[config.mk]
export PLATFORM = sky130hd
export DESIGN_NAME = huffman_fixed_dec_flat
export DESIGN_NICKNAME = d
export VERILOG_FILES = /design/src/rtl/huffman_fixed_pkg.sv /design/src/rtl/huffman_fixed_dec_if.sv /design/src/rtl/huffman_fixed_sym_dec.sv /design/src/rtl/huffman_fixed_dec.sv /design/src/flat_wrapper.sv
export SDC_FILE = /design/constraint.sdc
export NUM_CORES = 1
export LEC_CHECK = 0
export CORE_MARGIN = 10
export CORE_UTILIZATION = 35
export CTS_CLUSTER_DIAMETER = 150
export DETAILED_ROUTE_END_ITERATION = 8
export GPL_TIMING_DRIVEN = 0
export PLACE_DENSITY = 0.55
export SLEW_MARGIN = 30
export SYNTH_ARGS = -nofsm -noshare
export SYNTH_HDL_FRONTEND = slang
export SYNTH_SLANG_ARGS = --single-unit
export TNS_END_PERCENT = 30
[constraint.sdc]
create_clock -name clk -period 14.4 [get_ports clk]
set_input_delay 2.16 -clock clk [delete_from_list [all_inputs] [get_ports clk]]
set_output_delay 2.16 -clock clk [all_outputs]
set_load 0.02 [all_outputs]
[src/rtl/huffman_fixed_pkg.sv]
// Shared types and tables for the fixed-Huffman (BTYPE=01) DEFLATE encoder and decoder.
package huffman_fixed_pkg;

  localparam int LIT_DAT_W = 8;
  localparam int LEN_DAT_W = 7;
  localparam int DIS_DAT_W = 7;
  localparam int BUF_W     = 32;

  localparam logic [8:0] EOB_SYM       = 9'd256;
  localparam logic [8:0] LEN_SYM_LAST  = 9'd276;
  localparam logic [4:0] DIS_CODE_LAST = 5'd11;

  // Length symbols 257..276 map to index 0..19; distance codes 0..11.
  localparam logic [6:0] LEN_BASE  [20] = '{7'd3, 7'd4, 7'd5, 7'd6, 7'd7, 7'd8, 7'd9, 7'd10,
                                            7'd11, 7'd13, 7'd15, 7'd17, 7'd19, 7'd23, 7'd27,
                                            7'd31, 7'd35, 7'd43, 7'd51, 7'd59};
  localparam logic [2:0] LEN_XBITS [20] = '{3'd0, 3'd0, 3'd0, 3'd0, 3'd0, 3'd0, 3'd0, 3'd0,
                                            3'd1, 3'd1, 3'd1, 3'd1, 3'd2, 3'd2, 3'd2, 3'd2,
                                            3'd3, 3'd3, 3'd3, 3'd3};
  localparam logic [6:0] DIS_BASE  [12] = '{7'd1, 7'd2, 7'd3, 7'd4, 7'd5, 7'd7, 7'd9, 7'd13,
                                            7'd17, 7'd25, 7'd33, 7'd49};
  localparam logic [2:0] DIS_XBITS [12] = '{3'd0, 3'd0, 3'd0, 3'd0, 3'd1, 3'd1, 3'd2, 3'd2,
                                            3'd3, 3'd3, 3'd4, 3'd4};

  // state   | meaning
  // ST_HDR  | wait for and parse the 3-bit block header
  // ST_SYM  | decode one literal/length symbol
  // ST_LEXT | add length extra bits
  // ST_DIS  | decode the 5-bit distance code
  // ST_DEXT | add distance extra bits
  // ST_OUT  | present token until downstream takes it
  // ST_DONE | final EOB seen or error; exits only via reset
  typedef enum logic [2:0] {
    ST_HDR, ST_SYM, ST_LEXT, ST_DIS, ST_DEXT, ST_OUT, ST_DONE
  } state_t;

  function automatic logic [6:0] len_base(input logic [4:0] idx);
    return (idx < 5'd20) ? LEN_BASE[idx] : 7'd0;
  endfunction

  function automatic logic [2:0] len_xbits(input logic [4:0] idx);
    return (idx < 5'd20) ? LEN_XBITS[idx] : 3'd0;
  endfunction

  function automatic logic [6:0] dis_base(input logic [3:0] idx);
    return (idx < 4'd12) ? DIS_BASE[idx] : 7'd0;
  endfunction

  function automatic logic [2:0] dis_xbits(input logic [3:0] idx);
    return (idx < 4'd12) ? DIS_XBITS[idx] : 3'd0;
  endfunction

endpackage

[src/rtl/huffman_fixed_dec_if.sv]
// Byte-stream input and token output handshakes of the fixed-Huffman decoder.
interface huffman_fixed_dec_if #(
  parameter int LIT_DAT_WD = 8,
  parameter int LEN_DAT_WD = 7,
  parameter int DIS_DAT_WD = 7
);
  logic                  val_i;
  logic [7:0]            dat_i;
  logic                  rdy_o;
  logic                  val_o;
  logic                  rdy_i;
  logic                  flg_lit_o;
  logic [LIT_DAT_WD-1:0] lit_dat_o;
  logic [LEN_DAT_WD-1:0] len_dat_o;
  logic [DIS_DAT_WD-1:0] dis_dat_o;
  logic                  eob_o;
  logic                  final_o;
  logic                  err_o;

  modport slave (
    input  val_i, dat_i, rdy_i,
    output rdy_o, val_o, flg_lit_o, lit_dat_o, len_dat_o, dis_dat_o, eob_o, final_o, err_o
  );

  modport master (
    output val_i, dat_i, rdy_i,
    input  rdy_o, val_o, flg_lit_o, lit_dat_o, len_dat_o, dis_dat_o, eob_o, final_o, err_o
  );
endinterface

[src/rtl/huffman_fixed_sym_dec.sv]
// Fixed literal/length code lookup: 9 code bits (first stream bit in MSB) -> symbol and code length.
module huffman_fixed_sym_dec (
  input  logic [8:0] peek_i,
  output logic [8:0] sym_o,
  output logic [3:0] len_o
);
  logic [6:0] p7;
  logic [7:0] p8;

  always_comb begin
    p7    = peek_i[8:2];
    p8    = peek_i[8:1];
    sym_o = '0;
    len_o = '0;
    if (p7 < 7'h18) begin
      sym_o = 9'd256 + {2'b00, p7};
      len_o = 4'd7;
    end else if (p8 <= 8'hBF) begin
      sym_o = {1'b0, p8 - 8'h30};
      len_o = 4'd8;
    end else if (p8 <= 8'hC7) begin
      sym_o = 9'd280 + {6'b0, p8[2:0]};
      len_o = 4'd8;
    end else begin
      // 0x190..0x1FF maps to literals 144..255, i.e. code - 256
      sym_o = peek_i - 9'd256;
      len_o = 4'd9;
    end
  end
endmodule

[src/rtl/huffman_fixed_dec.sv]
// Fixed-Huffman DEFLATE decoder: byte-fed bit buffer, header/symbol FSM, literal/match token output.
module huffman_fixed_dec
  import huffman_fixed_pkg::*;
#(
  parameter int LIT_DAT_WD = LIT_DAT_W,
  parameter int LEN_DAT_WD = LEN_DAT_W,
  parameter int DIS_DAT_WD = DIS_DAT_W,
  parameter int BUF_WD     = BUF_W
) (
  input logic                clk,
  input logic                rstn,
  huffman_fixed_dec_if.slave bus
);
  localparam int CNT_W = $clog2(BUF_WD + 1);

  state_t                state_q, state_d;
  logic [BUF_WD-1:0]     buf_q, buf_d, buf_sh;
  logic [CNT_W-1:0]      cnt_q, cnt_d, cnt_sh, n_cons;
  logic [2:0]            xcnt_q;
  logic                  err_q, final_q, eob_q, flg_lit_q;
  logic [LIT_DAT_WD-1:0] lit_q;
  logic [LEN_DAT_WD-1:0] len_q;
  logic [DIS_DAT_WD-1:0] dis_q;
  logic [8:0]            peek, sym;
  logic [3:0]            sym_len, xmask, xval;
  logic [4:0]            dcode, lidx;
  logic                  adv, accept;

  always_comb begin
    for (int i = 0; i < 9; i++) peek[8-i] = buf_q[i];
  end

  huffman_fixed_sym_dec u_sym (.peek_i(peek), .sym_o(sym), .len_o(sym_len));

  assign dcode = peek[8:4];
  assign lidx  = sym[4:0] - 5'd1;
  assign xmask = 4'((5'd1 << xcnt_q) - 5'd1);
  assign xval  = buf_q[3:0] & xmask;

  always_ff @(posedge clk or negedge rstn) begin
    if (!rstn) state_q <= ST_HDR;
    else       state_q <= state_d;
  end

  always_comb begin
    state_d = state_q;
    n_cons  = '0;
    adv     = 1'b0;
    case (state_q)
      ST_HDR: if (cnt_q >= CNT_W'(3)) begin
        adv = 1'b1;
        if (buf_q[2:1] == 2'b01) begin
          n_cons  = CNT_W'(3);
          state_d = ST_SYM;
        end else begin
          state_d = ST_DONE;
        end
      end
      ST_SYM: if (cnt_q >= CNT_W'(sym_len)) begin
        adv    = 1'b1;
        n_cons = CNT_W'(sym_len);
        if (sym < EOB_SYM)           state_d = ST_OUT;
        else if (sym == EOB_SYM)     state_d = final_q ? ST_DONE : ST_HDR;
        else if (sym <= LEN_SYM_LAST) state_d = ST_LEXT;
        else                         state_d = ST_DONE;
      end
      ST_LEXT: if (cnt_q >= CNT_W'(xcnt_q)) begin
        adv     = 1'b1;
        n_cons  = CNT_W'(xcnt_q);
        state_d = ST_DIS;
      end
      ST_DIS: if (cnt_q >= CNT_W'(5)) begin
        adv     = 1'b1;
        n_cons  = CNT_W'(5);
        state_d = (dcode <= DIS_CODE_LAST) ? ST_DEXT : ST_DONE;
      end
      ST_DEXT: if (cnt_q >= CNT_W'(xcnt_q)) begin
        adv     = 1'b1;
        n_cons  = CNT_W'(xcnt_q);
        state_d = ST_OUT;
      end
      ST_OUT:  if (bus.rdy_i) state_d = ST_SYM;
      ST_DONE: state_d = ST_DONE;
      default: state_d = ST_DONE;
    endcase
  end

  always_comb begin
    bus.val_o = (state_q == ST_OUT);
    bus.rdy_o = rstn && (cnt_q <= CNT_W'(BUF_WD - 8)) && !err_q && (state_q != ST_DONE);
  end

  // Consume is applied before the new byte is appended above the remaining bits.
  always_comb begin
    accept = bus.val_i && bus.rdy_o;
    buf_sh = buf_q >> n_cons;
    cnt_sh = cnt_q - n_cons;
    buf_d  = buf_sh;
    cnt_d  = cnt_sh;
    if (accept) begin
      buf_d = buf_sh | (BUF_WD'(bus.dat_i) << cnt_sh);
      cnt_d = cnt_sh + CNT_W'(8);
    end
  end

  always_ff @(posedge clk or negedge rstn) begin
    if (!rstn) begin
      buf_q     <= '0;
      cnt_q     <= '0;
      xcnt_q    <= '0;
      err_q     <= 1'b0;
      final_q   <= 1'b0;
      eob_q     <= 1'b0;
      flg_lit_q <= 1'b0;
      lit_q     <= '0;
      len_q     <= '0;
      dis_q     <= '0;
    end else begin
      buf_q <= buf_d;
      cnt_q <= cnt_d;
      eob_q <= 1'b0;
      if (adv) begin
        case (state_q)
          ST_HDR: begin
            final_q <= buf_q[0];
            if (buf_q[2:1] != 2'b01) err_q <= 1'b1;
          end
          ST_SYM: begin
            if (sym < EOB_SYM) begin
              flg_lit_q <= 1'b1;
              lit_q     <= LIT_DAT_WD'(sym[7:0]);
              len_q     <= '0;
              dis_q     <= '0;
            end else if (sym == EOB_SYM) begin
              eob_q <= 1'b1;
            end else if (sym <= LEN_SYM_LAST) begin
              flg_lit_q <= 1'b0;
              lit_q     <= '0;
              len_q     <= LEN_DAT_WD'(len_base(lidx));
              xcnt_q    <= len_xbits(lidx);
              dis_q     <= '0;
            end else begin
              err_q <= 1'b1;
            end
          end
          ST_LEXT: len_q <= len_q + LEN_DAT_WD'(xval);
          ST_DIS: begin
            if (dcode <= DIS_CODE_LAST) begin
              dis_q  <= DIS_DAT_WD'(dis_base(dcode[3:0]));
              xcnt_q <= dis_xbits(dcode[3:0]);
            end else begin
              err_q <= 1'b1;
            end
          end
          ST_DEXT: dis_q <= dis_q + DIS_DAT_WD'(xval);
          default: ;
        endcase
      end
    end
  end

  assign bus.flg_lit_o = flg_lit_q;
  assign bus.lit_dat_o = lit_q;
  assign bus.len_dat_o = len_q;
  assign bus.dis_dat_o = dis_q;
  assign bus.eob_o     = eob_q;
  assign bus.final_o   = final_q;
  assign bus.err_o     = err_q;

endmodule

[src/flat_wrapper.sv]
// flat-port wrapper written by rule: the top's interface ports become plain ports
module huffman_fixed_dec_flat import huffman_fixed_pkg::*;
#(
  parameter int LIT_DAT_WD = LIT_DAT_W,
  parameter int LEN_DAT_WD = LEN_DAT_W,
  parameter int DIS_DAT_WD = DIS_DAT_W,
  parameter int BUF_WD     = BUF_W
)
  (clk, rstn, bus_val_i, bus_dat_i, bus_rdy_i, bus_rdy_o, bus_val_o, bus_flg_lit_o, bus_lit_dat_o, bus_len_dat_o, bus_dis_dat_o, bus_eob_o, bus_final_o, bus_err_o);
  huffman_fixed_dec_if #(.LIT_DAT_WD(LIT_DAT_WD), .LEN_DAT_WD(LEN_DAT_WD), .DIS_DAT_WD(DIS_DAT_WD)) bus_i ();
  input logic clk;
  input logic rstn;
  input wire logic [$bits(bus_i.val_i)-1:0] bus_val_i;
  input wire logic [$bits(bus_i.dat_i)-1:0] bus_dat_i;
  input wire logic [$bits(bus_i.rdy_i)-1:0] bus_rdy_i;
  output wire logic [$bits(bus_i.rdy_o)-1:0] bus_rdy_o;
  output wire logic [$bits(bus_i.val_o)-1:0] bus_val_o;
  output wire logic [$bits(bus_i.flg_lit_o)-1:0] bus_flg_lit_o;
  output wire logic [$bits(bus_i.lit_dat_o)-1:0] bus_lit_dat_o;
  output wire logic [$bits(bus_i.len_dat_o)-1:0] bus_len_dat_o;
  output wire logic [$bits(bus_i.dis_dat_o)-1:0] bus_dis_dat_o;
  output wire logic [$bits(bus_i.eob_o)-1:0] bus_eob_o;
  output wire logic [$bits(bus_i.final_o)-1:0] bus_final_o;
  output wire logic [$bits(bus_i.err_o)-1:0] bus_err_o;
  assign bus_i.val_i = bus_val_i;
  assign bus_i.dat_i = bus_dat_i;
  assign bus_i.rdy_i = bus_rdy_i;
  assign bus_rdy_o = bus_i.rdy_o;
  assign bus_val_o = bus_i.val_o;
  assign bus_flg_lit_o = bus_i.flg_lit_o;
  assign bus_lit_dat_o = bus_i.lit_dat_o;
  assign bus_len_dat_o = bus_i.len_dat_o;
  assign bus_dis_dat_o = bus_i.dis_dat_o;
  assign bus_eob_o = bus_i.eob_o;
  assign bus_final_o = bus_i.final_o;
  assign bus_err_o = bus_i.err_o;
  huffman_fixed_dec #(.LIT_DAT_WD(LIT_DAT_WD), .LEN_DAT_WD(LEN_DAT_WD), .DIS_DAT_WD(DIS_DAT_WD), .BUF_WD(BUF_WD)) u_core (.clk(clk), .rstn(rstn), .bus(bus_i));
endmodule
==> impl_metrics.json <==
{
  "status": "complete, no violations",
  "number_of_antenna_violations_at_the_first_check_in_global_routing": 0,
  "whs_ns": 0.4787,
  "worst-path-max-fanout": 10,
  "maxCapViolations": 0,
  "globalRouteOverflowTotal": 0,
  "regToRegStartpoint": "u_core.buf_q[3]$_DFF_PN0_",
  "holdPathStages": 2,
  "worst-r2r-setup-slack_ns": 6.66,
  "number_of_library_cell_types_mapped_by_synthesis": 89,
  "drive_above_1_share_pct": 7.610,
  "vias": 6507,
  "most-common-layout-cells": "nand2_1, dfrtp_1, a21oi_1",
  "ctsHoldBuffers": 0,
  "drcViolationCount": 0,
  "share_seq_of_total_power_pct": 42.2,
  "detail-route-antenna-nets": 0,
  "track_usage_pct": 18.30,
  "placement.io_buffers": 39,
  "power-per-cell-area_nw_per_um2": 64.20,
  "dp.cells": 1054,
  "num-fill-cells": 1842,
  "post_layout_cell_count": 1070,
  "p_int_mw": 0.3609,
  "nets_in_the_synthesized_netlist": 833,
  "p_clk_share_pct": 51.0,
  "synth_top_cell_by_area": "dfrtp_1",
  "cts_resized": 0,
  "tritoncts_num_sinks": 70,
  "crit_path_cell_trace": "clkbuf_1 > inv_1 > ha_1 > a41o_1 > a21oi_2 > or2_2 > ha_1 > nand2b_1 > a211oi_1 > o31ai_1 > nand2_1 > nor2_1 > inv_1 > clkbuf_1 > clkbuf_1 > ha_1 > o21a_1 > o21ai_0 > and2_1 > clkbuf_1 > nand4_1 > nor3b_1 > nor3_1 > a211oi_1",
  "clock_skew_ns": 0.01184,
  "fin_crit_sh_pct": 53.73,
  "chipWidth_um": 155.9,
  "critical_path_arrival_ns": 7.96,
  "required_ns": 14.62,
  "switching_fraction_of_total_power_pct": 24.93,
  "dp_hpwl_um": 17050,
  "postSynth.asyncResetShare_pct": 100.0,
  "num_antenna_cells": 0,
  "detailed_routing_iteration_count_for_the_pre_antenna_repair_pass": 6,
  "yosys.area.top_type_share_pct": 27.09,
  "slew_viols_final": 0,
  "layout_commonest_cell": "nand2_1",
  "worst_setup_path_endpoint": "u_core.buf_q[4]$_DFF_PN0_",
  "synth_flop_cell": "dfrtp_1",
  "crit_top_cell": "clkbuf_1",
  "synthCells": 785,
  "power.combinational.fraction_pct": 6.8,
  "final-setup-viol-count": 0,
  "crit_path_end_kind": "flip-flop",
  "routed_wirelength_um": 22110,
  "area_delta_synth_final_pct": 15.79,
  "power.static_leakage_nw": 3.164,
  "post_cts_buffers": 0,
  "cts_made_buffers": 9,
  "detailedRoute.firstIterationViolations": 746,
  "finish.instance_area_um2": 7487,
  "rr_worst_depth": 24,
  "initial_core_util_pct": 35.75,
  "io_pins": 40,
  "dpl-instance-area_um2": 7168,
  "cts.root.buffer_cell": "clkbuf_16",
  "worstMarginPinSlew_ns": 0.9111,
  "die_area_um2": 24310,
  "via_per_inst": 6.081,
  "clkTransAtPathRegs_ns": 0.06,
  "grt_pass1_vias": 6180,
  "globalplace.congestion": 0.9905,
  "synth_area_leaders": "dfrtp_1, mux2i_1, ha_1",
  "area_of_the_core_um2": 18090,
  "detail_route.wl_per_cell_um": 20.66,
  "crit_start": "u_core.buf_q[3]$_DFF_PN0_",
  "tritoncts": "built",
  "clock_insertion_delay_worst_skew_ns": 0.35,
  "setup-tns-final_ns": 0,
  "synth_seq_cells": 70,
  "synth.yosys.warnings": 0,
  "grt_max_degree": 45,
  "max-slew-margin-rel_pct": 38.62,
  "synth.avg_cell_area_um2": 8.237,
  "synth_enable_flop_cells": 0,
  "crit_path_start_kind": "flip-flop",
  "regToRegEndpoint": "u_core.buf_q[4]$_DFF_PN0_",
  "p_switching_mw": 0.1198,
  "netlist_area_um2": 6466,
  "ys_seq_area_share_pct": 27.09,
  "cts_max_level": 3,
  "setup_repair_after_global_routing_missed_its_margin": "false",
  "worstHoldPathType": "reg -> reg",
  "placementRows": 49,
  "vdd.ir_drop.worst_uv": 52.85,
  "clock_path_buffers": 2,
  "finalWorstPathRequiredPeriod_ns": 7.736,
  "floorplan.die.height_um": 155.9,
  "max_stage_delay_ns": 0.63,
  "num-nets-final": 884,
  "hold_violations": 0,
  "slowest_stage": "o31ai_1",
  "grt_pass1_wl_um": 35420,
  "timing.setup.critical_path_class": "reg -> reg",
  "timing.fmax_mhz": 129.3
}
[Yosys cell counts, drive strengths merged (4+ instances only)]
| master | number |
|---|---|
| or2 | 4 |
| nand2 | 96 |
| o211ai | 9 |
| xnor2 | 6 |
| a221oi | 11 |
| nor2b | 9 |
| o22ai | 19 |
| a21o | 10 |
| a211o | 5 |
| dfrtp | 70 |
| a21boi | 4 |
| nand3 | 22 |
| o221ai | 4 |
| mux2 | 7 |
| a2bb2oi | 6 |
| or3 | 9 |
| nor2 | 54 |
| nor3 | 28 |
| ha | 33 |
| and3 | 6 |
| o31ai | 12 |
| nand2b | 7 |
| a211oi | 11 |
| o31a | 6 |
| mux2i | 46 |
| a22oi | 8 |
| a31oi | 13 |
| buf | 14 |
| and2 | 14 |
| inv | 27 |
| o2bb2ai | 5 |
| o21a | 5 |
| o21ai | 56 |
| clkbuf | 34 |
| a21oi | 56 |
| mux4 | 6 |
| xor2 | 6 |
[cell type report]
class / instances / area, µm² / share of cell area, %
well taps: 229 / 286.5 / 3.827
flip-flops and latches: 70 / 1752 / 23.40
clock inverters: 4 / 52.55 / 0.7019
repair buffers: 40 / 415.4 / 5.548
plain buffers: 48 / 235.2 / 3.142
clock buffers: 12 / 266.5 / 3.559
inverters: 29 / 108.9 / 1.454
multi-input cells: 638 / 4370 / 58.37
[power by group through the flow]
stage               Combinational [mW]  Sequential [mW]  Clock (mW)
floorplan                       0.0189            0.205           0
global placement                0.0316            0.206           0
detailed placement              0.0325            0.206           0
CTS                             0.0326            0.203       0.250
global route                    0.0360            0.203       0.258
finish                          0.0327            0.203       0.245
[state kept, by name, summed over array words and instances, names as in the netlist]
name,flops
u_core.bus.dis_dat_o,7
u_core.buf_q,32
u_core.bus.final_o,1
u_core.bus.flg_lit_o,1
u_core.bus.len_dat_o,7
u_core.bus.lit_dat_o,8
u_core.cnt_q,6
u_core.xcnt_q,3
u_core.state_q,3
u_core.bus.err_o,1
u_core.bus.eob_o,1
[how the worst min path moves through the flow]
stage                                   startpoint                             endpoint  slack, ns
2_1_floorplan         u_core.xcnt_q[1]$_DFFE_PN0P_         u_core.xcnt_q[1]$_DFFE_PN0P_       0.46
3_3_place_gp   u_core.bus.lit_dat_o[3]$_DFFE_PN0P_  u_core.bus.lit_dat_o[3]$_DFFE_PN0P_       0.46
3_5_place_dp   u_core.bus.lit_dat_o[3]$_DFFE_PN0P_  u_core.bus.lit_dat_o[3]$_DFFE_PN0P_       0.47
4_1_cts        u_core.bus.lit_dat_o[3]$_DFFE_PN0P_  u_core.bus.lit_dat_o[3]$_DFFE_PN0P_       0.49
5_1_grt        u_core.bus.lit_dat_o[3]$_DFFE_PN0P_  u_core.bus.lit_dat_o[3]$_DFFE_PN0P_       0.51
6_report          u_core.bus.flg_lit_o$_DFFE_PN0P_     u_core.bus.flg_lit_o$_DFFE_PN0P_       0.48
[worst max-delay path, delay by kind of cell, from the launching register on]
family,cells,cell delay [ns]
buf+inv,6,1.85
compound gates,7,1.97
simple gates,8,2.51
fa+ha+maj,3,0.82
flops,1,0.43
[logic make-up (layout without fill, tap and decap cells)]
logic type / after synthesis / after routing / synth area share, %
AO/OA/AOI/OAI: 275 / 275 / 29.84
XOR/XNOR: 12 / 12 / 1.625
adder cells (fa/ha/maj): 36 / 36 / 7.314
buffers and inverters: 77 / 133 / 5.321
flip-flops: 70 / 70 / 27.09
multiplexers: 59 / 59 / 10.60
AND/OR/NAND/NOR: 256 / 256 / 18.21
[per-stage QoR]
step | total power, mW | worst slack (ns) | utilization, %
floorplan | 0.2240 | 8.935 | -
detailed placement | 0.2388 | 6.971 | 39.63
finish | 0.4807 | 6.664 | 41.40
global route | 0.4970 | 6.201 | 41.40
CTS | 0.4849 | 6.918 | 41.40
global placement | 0.2379 | 5.841 | 39.50
[metal layers]
layer | share of wire [%] | global-route usage [%] | vias to the layer above
li1 | - | - | 3057
met1 | 48 | 26.31 | 3139
met2 | 43 | 27.16 | 271
met3 | 7.0 | 2.454 | 40
met4 | 2.5 | 6.835 | 0
met5 | 0 | 0 | -
Power figures use the tool's default switching activity.
